`src/rtl/uart_loader_pkg.sv`:
```
// Shared types and constants for the UART program loader.
package uart_loader_pkg;

  typedef enum logic [1:0] {RX_IDLE, RX_START, RX_DATA, RX_STOP} rx_state_t;

  typedef enum logic [2:0] {
    L_IDLE, L_LEN0, L_LEN1, L_DATA, L_WRITE, L_CSUM, L_DONE, L_ERR
  } ld_state_t;

  localparam int          LEN_W         = 16;
  localparam int          IDX_W         = 15;
  localparam logic [31:0] DEF_BASE_ADDR = 32'h0000_0000;

endpackage

```
`src/rtl/uart_loader_rx.sv`:
```
// UART receiver: 2-flop synchronizer, baud counter, 8N1 framing with
// mid-bit sampling. Emits one-cycle byte_valid / frame_err pulses.
module uart_rx
  import uart_loader_pkg::*;
#(
  parameter int CLKS_PER_BIT = 217
) (
  input  logic       clk,
  input  logic       rst,
  input  logic       rx,
  output logic [7:0] data,
  output logic       byte_valid,
  output logic       frame_err
);

  localparam int              CNT_W   = $clog2(CLKS_PER_BIT + 1);
  localparam logic [CNT_W-1:0] HALF_M1 = CNT_W'(CLKS_PER_BIT / 2 - 1);
  localparam logic [CNT_W-1:0] FULL_M1 = CNT_W'(CLKS_PER_BIT - 1);

  logic [1:0]       sync;
  logic             rx_s;
  rx_state_t        st, st_d;
  logic [CNT_W-1:0] cnt;
  logic [2:0]       bit_idx;
  logic [7:0]       shreg;
  logic             at_half, at_full;

  assign rx_s    = sync[1];
  assign at_half = (cnt == HALF_M1);
  assign at_full = (cnt == FULL_M1);

  always_comb begin
    st_d = st;
    case (st)
      RX_IDLE:  if (!rx_s) st_d = RX_START;
      // a start bit that is high again at mid-bit was only a glitch
      RX_START: if (at_half) st_d = rx_s ? RX_IDLE : RX_DATA;
      RX_DATA:  if (at_full && bit_idx == 3'd7) st_d = RX_STOP;
      RX_STOP:  if (at_full) st_d = RX_IDLE;
      default:  st_d = RX_IDLE;
    endcase
  end

  always_ff @(posedge clk) begin
    if (rst) begin
      sync       <= 2'b11;
      st         <= RX_IDLE;
      cnt        <= '0;
      bit_idx    <= '0;
      shreg      <= '0;
      data       <= '0;
      byte_valid <= 1'b0;
      frame_err  <= 1'b0;
    end else begin
      sync       <= {sync[0], rx};
      st         <= st_d;
      byte_valid <= 1'b0;
      frame_err  <= 1'b0;
      cnt        <= (st_d != st || at_full) ? '0 : cnt + 1'b1;
      case (st)
        RX_DATA: if (at_full) begin
          shreg   <= {rx_s, shreg[7:1]};
          bit_idx <= bit_idx + 3'd1;
        end
        RX_STOP: if (at_full) begin
          if (rx_s) begin
            data       <= shreg;
            byte_valid <= 1'b1;
          end else begin
            frame_err  <= 1'b1;
          end
        end
        default: ;
      endcase
    end
  end

endmodule

```
`src/rtl/uart_loader.sv`:
```
// Serial program loader: length-prefixed byte stream -> 32-bit memory writes.
// Optional trailing XOR checksum enabled by defining UART_LOADER_CSUM_EN.
module uart_loader
  import uart_loader_pkg::*;
#(
  parameter int          CLKS_PER_BIT = 217,
  parameter logic [31:0] BASE_ADDR    = DEF_BASE_ADDR,
  parameter int          MAX_WORDS    = 16384,
  parameter int          WE_HOLD      = 4
) (
  input  logic        clk,
  input  logic        rst,
  input  logic        start,
  input  logic        rx,
  output logic [31:0] mem_addr,
  output logic [31:0] mem_wdata,
  output logic        mem_we,
  output logic        busy,
  output logic        done,
  output logic        err
);

  localparam int HOLD_W = $clog2(WE_HOLD + 1);
`ifdef UART_LOADER_CSUM_EN
  localparam ld_state_t FIN_ST = L_CSUM;
`else
  localparam ld_state_t FIN_ST = L_DONE;
`endif

  logic [7:0]       rx_byte;
  logic             byte_valid, frame_err;
  ld_state_t        ld, ld_d;
  logic [7:0]       len_lo;
  logic [LEN_W-1:0] len, len_new;
  logic [IDX_W-1:0] idx, idx_inc;
  logic [1:0]       lane;
  logic [23:0]      wbuf;
  logic [HOLD_W-1:0] hold;
  logic             hold_end, last_word;
`ifdef UART_LOADER_CSUM_EN
  logic [7:0]       csum;
`endif

  uart_rx #(.CLKS_PER_BIT(CLKS_PER_BIT)) u_rx (
    .clk       (clk),
    .rst       (rst),
    .rx        (rx),
    .data      (rx_byte),
    .byte_valid(byte_valid),
    .frame_err (frame_err)
  );

  assign len_new   = {rx_byte, len_lo};
  assign idx_inc   = idx + 1'b1;
  assign last_word = ({1'b0, idx_inc} == len);
  assign hold_end  = (hold == HOLD_W'(WE_HOLD - 1));

  always_comb begin
    ld_d   = ld;
    mem_we = 1'b0;
    case (ld)
      L_IDLE: if (start) ld_d = L_LEN0;
      L_LEN0: if (byte_valid) ld_d = L_LEN1;
      L_LEN1: if (byte_valid) begin
        if (len_new == '0)
          ld_d = FIN_ST;
        else if ({1'b0, len_new} > (LEN_W+1)'(MAX_WORDS))
          ld_d = L_ERR;
        else
          ld_d = L_DATA;
      end
      L_DATA: if (byte_valid && lane == 2'd3) ld_d = L_WRITE;
      L_WRITE: begin
        mem_we = 1'b1;
        if (hold_end) ld_d = last_word ? FIN_ST : L_DATA;
      end
`ifdef UART_LOADER_CSUM_EN
      L_CSUM: if (byte_valid) ld_d = (rx_byte == csum) ? L_DONE : L_ERR;
`endif
      L_DONE, L_ERR: ld_d = L_IDLE;
      default: ld_d = L_IDLE;
    endcase
    // a write never overlaps a byte, so L_WRITE cannot see a framing error
    if (frame_err && ld inside {L_LEN0, L_LEN1, L_DATA, L_CSUM})
      ld_d = L_ERR;
  end

  always_ff @(posedge clk) begin
    if (rst) begin
      ld        <= L_IDLE;
      len_lo    <= '0;
      len       <= '0;
      idx       <= '0;
      lane      <= '0;
      wbuf      <= '0;
      hold      <= '0;
      mem_addr  <= BASE_ADDR;
      mem_wdata <= '0;
      busy      <= 1'b0;
      done      <= 1'b0;
      err       <= 1'b0;
`ifdef UART_LOADER_CSUM_EN
      csum      <= '0;
`endif
    end else begin
      ld <= ld_d;
      case (ld)
        L_IDLE: if (start) begin
          done <= 1'b0;
          err  <= 1'b0;
          busy <= 1'b1;
          idx  <= '0;
          lane <= '0;
          hold <= '0;
`ifdef UART_LOADER_CSUM_EN
          csum <= '0;
`endif
        end
        L_LEN0: if (byte_valid) len_lo <= rx_byte;
        L_LEN1: if (byte_valid) len <= len_new;
        L_DATA: if (byte_valid) begin
          wbuf <= {rx_byte, wbuf[23:8]};
          lane <= lane + 2'd1;
`ifdef UART_LOADER_CSUM_EN
          csum <= csum ^ rx_byte;
`endif
          if (lane == 2'd3) begin
            mem_wdata <= {rx_byte, wbuf};
            mem_addr  <= BASE_ADDR + 32'({idx, 2'b00});
          end
        end
        L_WRITE: begin
          if (hold_end) begin
            hold <= '0;
            idx  <= idx_inc;
          end else begin
            hold <= hold + 1'b1;
          end
        end
        default: ;
      endcase
      if (ld_d == L_DONE) begin
        done <= 1'b1;
        busy <= 1'b0;
      end
      if (ld_d == L_ERR) begin
        err  <= 1'b1;
        busy <= 1'b0;
      end
    end
  end

endmodule

```
`config.mk`:
```
export PLATFORM = sky130hd
export DESIGN_NAME = uart_loader
export DESIGN_NICKNAME = d
export VERILOG_FILES = /design/src/rtl/uart_loader_pkg.sv /design/src/rtl/uart_loader_rx.sv /design/src/rtl/uart_loader.sv
export SDC_FILE = /design/constraint.sdc
export NUM_CORES = 1
export LEC_CHECK = 0
export ABC_AREA = 1
export CAP_MARGIN = 40
export CORE_MARGIN = 8
export CORE_UTILIZATION = 60
export CTS_CLUSTER_DIAMETER = 200
export DETAILED_ROUTE_END_ITERATION = 8
export GPL_TIMING_DRIVEN = 0
export PLACE_DENSITY = 0.85
export SYNTH_ARGS = -nofsm -noshare
export SYNTH_HDL_FRONTEND = slang
export SYNTH_SLANG_ARGS = --single-unit
```
`constraint.sdc`:
```
create_clock -name clk -period 5.4 [get_ports clk]
set_input_delay 1.08 -clock clk [delete_from_list [all_inputs] [get_ports clk]]
set_output_delay 1.08 -clock clk [all_outputs]
set_load 0.005 [all_outputs]
```
-- Yosys cells after proc, flatten, opt, wreduce, memory -nomap -nowiden
Index checks and enable logic that the tools add are counted.
- register bits after elaboration: 154
- input bits: 4
- output and inout bits: 68
- word-level logic and storage cells: 109
- add/subtract/negate cells: 5
- order comparisons: 1
- eq/ne operators: 20
- multiplexer cells: 32
- bitwise logic cells: 2
- reduce and logical (&&, ||, !) cells: 29
- operators by type and width (operator ; number):
    3-bit 2-to-1 mux ; 11
    15-bit 2-to-1 mux ; 2
    15-bit case mux with 2 select lines ; 1
    15-bit by 16-bit equality test with 1-bit output ; 1
    16-bit by 15-bit greater-than comparator with 1-bit output, second input constant ; 1
    16-bit logical NOT ; 1
    2-bit AND reduction ; 8
    15-bit by 1-bit adder with 15-bit output, second input constant ; 1
    3-bit equality test, second input constant ; 5
    3-bit case mux with 5 select lines ; 1
    2-bit 2-to-1 mux ; 7
    3-bit AND reduction ; 4
    2-bit nonzero test ; 6
    3-bit by 2-bit equality test with 1-bit output, second input constant ; 3
    8-bit by 1-bit adder with 8-bit output, second input constant ; 1
    8-bit by 7-bit equality test with 1-bit output, second input constant ; 1
    8-bit equality test, second input constant ; 1
    2-bit case mux with 4 select lines ; 1
    1-bit 2-to-1 mux ; 7
    3-bit by 1-bit adder with 3-bit output, second input constant ; 2
    2-bit equality test, second input constant ; 3
    3-bit case mux with 2 select lines ; 1
    3-bit OR reduction ; 2
    2-bit inequality test, second input constant ; 2
    13 further kinds ; 16

-- Longest topological paths before layout
- depth after elaboration: 9
- gate-level depth with buffers: 20
- gate-level depth less buffers: 19

-- Cells and area by module
From an unflattened synthesis, not the netlist that was laid out.
- cell total of the unflattened synthesis: 884
- area, all modules: 6640.1 sq um
- by module, submodules not included (module ; times used ; cells an instance ; area an instance (sq um) ; seq. area each (sq um)):
    uart_loader ; 1 ; 712 ; 5251.3 ; 2422.3
    uart_rx ; 1 ; 172 ; 1388.8 ; 660.6

-- Worst setup path after synthesis
No wires, ideal clock.
- path type: in2reg
- start: input rst
- end: register mem_wdata[3]
- setup time: 70 ps
- arrival: 2122 ps
- data required time: 5330 ps
- setup slack: 3208 ps
- stages on the path: 6
- buffers on the path: 3
- cell sequence: clkbuf_1 -> inv_1 -> buf_1 -> buf_1 -> o21ai_0 -> a21oi_1
- RTL lines (element ; RTL line ; RTL):
    from (decl) ; uart_loader.sv:12 ; input logic rst,
    to (signal assigned) ; uart_loader.sv:128 ; mem_wdata <= {rx_byte, wbuf};
    to (decl) ; uart_loader.sv:16 ; output logic [31:0] mem_wdata,

-- Worst setup path after layout
- start: register ld[0]
- end: output mem_we
- word-level cells in the longest chain between the ends: 2
- RTL lines (element ; RTL line ; RTL):
    from (decl) ; uart_loader.sv:32 ; ld_state_t ld, ld_d;
    from (signal assigned) ; uart_loader.sv:106 ; ld <= ld_d;
    3-bit equality test ; uart_loader.sv:61 ; case (ld)
    1-bit 2-to-1 mux ; uart_loader.sv:61 ;
    to (decl) ; uart_loader.sv:17 ; output logic mem_we,
Every way passes these cells.

==> results.md <==
* Status: finished, final reports clean
* Critical Path Start Type: register
* Global-route wire length before repair at 26800 um
* Placement Setup Slack at 2380 ps
* Area Growth Syn to Fin at 20.7%
* Clock transition at the register clock pins on the worst setup and hold paths after CTS at 70 ps
* Placed wire-length estimate at 11200 um
* Worst Tran Pin Value at 650 ps
* Share of the synthesized area in the top cell type at 48.0%
* Global routing usage summed across all routing layers at 22.7%
* Most area-consuming cells after synthesis: sky130_fd_sc_hd__dfxtp_1, sky130_fd_sc_hd__o21ai_0, sky130_fd_sc_hd__nand2_1, sky130_fd_sc_hd__nor2_1, sky130_fd_sc_hd__a21oi_1
* Initial Util at 61.9%
* Cell Rows at 37
* Commonest non-fill, non-tap cells in the layout: sky130_fd_sc_hd__dfxtp_1, sky130_fd_sc_hd__nand2_1, sky130_fd_sc_hd__nor2_1
* Crit Reg-Reg Startpoint: idx[0]$_SDFFE_PP0P_
* Maximum frequency from static timing analysis at 332 MHz
* Global route overflow at 0
* Worst ir drop on vdd at 0.288 mV
* Number of buffer and inverter stages on the critical path at 2
* Buffers on Ports at 53
* Number of antenna violations at the first check in global routing at 0
* Starting DRT DRC Count at 624
* Arrival time at the worst endpoint at 1940 ps
* Total length of routed wires at 16200 um
* Post-detailed-route count of antenna-violating nets at 0
* Sequential cell area in the final layout at 3080 um^2
* Most used cell, CP: sky130_fd_sc_hd__nor2_1
* Count of final max-slew check failures at 0
* Count of warnings emitted by yosys at 0
* Worst setup path class: register to output pin
* Post-synthesis area per instance at 7.49 um^2
* Static leakage at 3.07 nW
* Number of buffers added by the clock tree synthesis step at 17
* Clock latency of the later-clocked register in the worst-skew pair at 530 ps
* Part of the cycle the worst path needs at 55.8%
* Final worst setup slack at 2380 ps
* # DRC at 0
* IO Pins at 72
* Share of cells above drive strength 1 at 7.93%
* Weighted congestion reported at the end of routability-driven placement at 0.898
* Average wire per standard cell at 14.8 um
* CTS sink cnt at 154
* Sequential cell area fraction in the yosys report at 48.0%
* Hold violation total from the final report at 0
* Number of buffers on the longest clock path at 2
* Root buffer cell: sky130_fd_sc_hd__clkbuf_8
* Peak per-stage delay on the critical path at 580 ps
* Antenna fix cells at 0
* Fill cell instance count of the final layout at 790
* Total area of multi-input combinational cells at 2790 um^2
* Count of instances resized after the clock tree is built at 0
* TritonCTS clock tree: yes
* Layout Nets at 956
* Count of endpoints failing setup in the final report at 0
* Die Width at 119 um
* Final standard cell area without fillers at 7750 um^2
* DP Area at 7180 um^2
* Die Ht at 119 um
* Biggest area consumer among synthesized cells: sky130_fd_sc_hd__dfxtp_1
* Required time at the worst-slack endpoint at 4320 ps
* Type of the worst min-delay path: register to register
* Max-Cap Viols at 0
* Routed vias at 6014
* Cell with the biggest individual delay on the critical path: sky130_fd_sc_hd__clkdlybuf4s50_1
* Remaining max-slew budget at the tightest pin at 56.7%
* Minimum period implied by the final worst setup slack at 3020 ps
* Highest net fanout along the worst path at 6
* Average vias per placed instance at 5.50
* Area of the core at 10400 um^2
* Final Skew at 8.81 ps
* Overall die area at 14300 um^2
* Crit. End Element: output pin
* Synthesized flop and latch total at 154
* Area of the mapped netlist at 6420 um^2
* Areal power density over the cells at 303 nW/um^2
* Family with the most delay on the worst path: buffers and inverters
* Total of hold buffers inserted after clock tree synthesis at 0
* Hold Startpoint: u_rx.sync[0]$_SDFF_PP1_
* RSZ-0062 raised after global routing: false
* List of cells traversed by the critical path: nor2_1 -> inv_1 -> nor2_1 -> clkdlybuf4s50_1
* Commonest non-fill, non-tap cell in the layout: sky130_fd_sc_hd__dfxtp_1
* Number of global-route vias before repair at 5675
* Maximum number of pins on one net before global-route repair at 18
* First element of the critical path: ld[0]$_SDFF_PP0_
* Mapped Cells at 857
* Number of buffers added for setup after CTS at 0
* Level count of the clock H-tree at 4
* Tightest hold margin at 413 ps
* Setup TNS at 0 ps
* Total iterations of the first detailed-routing run at 5
* Synth cell types at 35
worst reg2reg max path, delay by kind of cell, from the launching register on:
| family | cells | cell delay, ps |
|---|---|---|
| flip-flops | 1 | 430 |
| AND/OR/NAND/NOR | 17 | 1400 |
| adder cells (fa/ha/maj) | 1 | 260 |
| buffers and inverters | 1 | 200 |
through the flow:
stage               utilization, %  std cells  power (mW)
floorplan                        -        873        1.22
global placement              69.2       1062        1.24
detailed placement            69.2       1062        1.24
CTS                           74.7       1094        2.35
global route                  74.7       1094        2.41
finish                        74.7       1094        2.34
worst paths after layout:
check                                               end  slack, ps  cells past startpoint
worst min-delay path            u_rx.sync[1]$_SDFF_PP1_        410                      1
worst max register to register         err$_SDFFE_PP0P_       3040                     19
worst max-delay path                             mem_we       2380                      4
worst min register to register  u_rx.sync[1]$_SDFF_PP1_        410                      1
kinds of logic after synthesis:
logic type / after synthesis / share of synthesized area (%)
adders and majority gates: 7 / 1.36
buffers and inverters: 139 / 9.41
and+or+nand+nor: 354 / 24.2
DFF: 154 / 48.0
xor gates and xnor gates: 7 / 0.955
other: 1 / 0.0584
AOI/OAI and AO/OA: 195 / 16.0
state kept, by name, summed over array words and instances, names as in the netlist, 15 cells and up:
| signal | count |
|---|---|
| idx | 15 |
| len | 16 |
| wbuf | 24 |
| mem_addr | 15 |
| mem_wdata | 32 |
metal layers:
| layer | GRT usage, % | up-vias | share of wire, % |
|---|---|---|---|
| li1 | - | 2962 | - |
| met1 | 27.2 | 2749 | 43 |
| met2 | 38.3 | 258 | 48 |
| met3 | 5.62 | 45 | 7.3 |
| met4 | 9.29 | 0 | 2.4 |
| met5 | 0 | - | 0 |
cells in the mapped netlist:
master,instances
sky130_fd_sc_hd__dfxtp_1,154
sky130_fd_sc_hd__nand2_1,131
sky130_fd_sc_hd__nor2_1,113
sky130_fd_sc_hd__o21ai_0,100
sky130_fd_sc_hd__a21oi_1,78
sky130_fd_sc_hd__inv_1,78
sky130_fd_sc_hd__nand3_1,65
sky130_fd_sc_hd__clkbuf_1,28
sky130_fd_sc_hd__buf_4,19
sky130_fd_sc_hd__nand4_1,13
sky130_fd_sc_hd__ha_1,7
sky130_fd_sc_hd__a22oi_1,6
sky130_fd_sc_hd__nor3_1,6
sky130_fd_sc_hd__a211oi_1,5
sky130_fd_sc_hd__nand3b_1,5
sky130_fd_sc_hd__inv_2,4
sky130_fd_sc_hd__nor2_2,4
sky130_fd_sc_hd__xnor2_1,4
sky130_fd_sc_hd__buf_1,3
sky130_fd_sc_hd__buf_2,3
sky130_fd_sc_hd__clkinv_1,3
sky130_fd_sc_hd__nand3_2,3
sky130_fd_sc_hd__nor2_4,3
sky130_fd_sc_hd__nor3b_1,3
sky130_fd_sc_hd__nor4_1,3
sky130_fd_sc_hd__or2_2,3
sky130_fd_sc_hd__xor2_1,3
sky130_fd_sc_hd__nand2_2,2
sky130_fd_sc_hd__o211ai_1,2
sky130_fd_sc_hd__a32o_1,1
sky130_fd_sc_hd__buf_6,1
sky130_fd_sc_hd__conb_1,1
sky130_fd_sc_hd__o21a_1,1
sky130_fd_sc_hd__o21bai_2,1
sky130_fd_sc_hd__o221a_2,1
where the power goes:
part	leakage, nW	total, mW	internal [mW]	switching (mW)
combinational	1.56	0.0716	0.0239	0.0477
clock	0.271	1.13	0.594	0.536
sequential	1.24	1.14	1.14	0.00349
total	3.07	2.34	1.76	0.587
final cells by class:
type	instances	share of cell area (%)
Inverter	85	4.12
Sequential cell	154	39.8
Clock buffer	17	5.34
Buffer	54	3.68
Tap cell	136	2.20
Timing Repair Buffer	53	6.85
Clock inverter	15	2.00
Multi-Input combinational cell	580	36.0
Power figures use the tool's default switching activity.
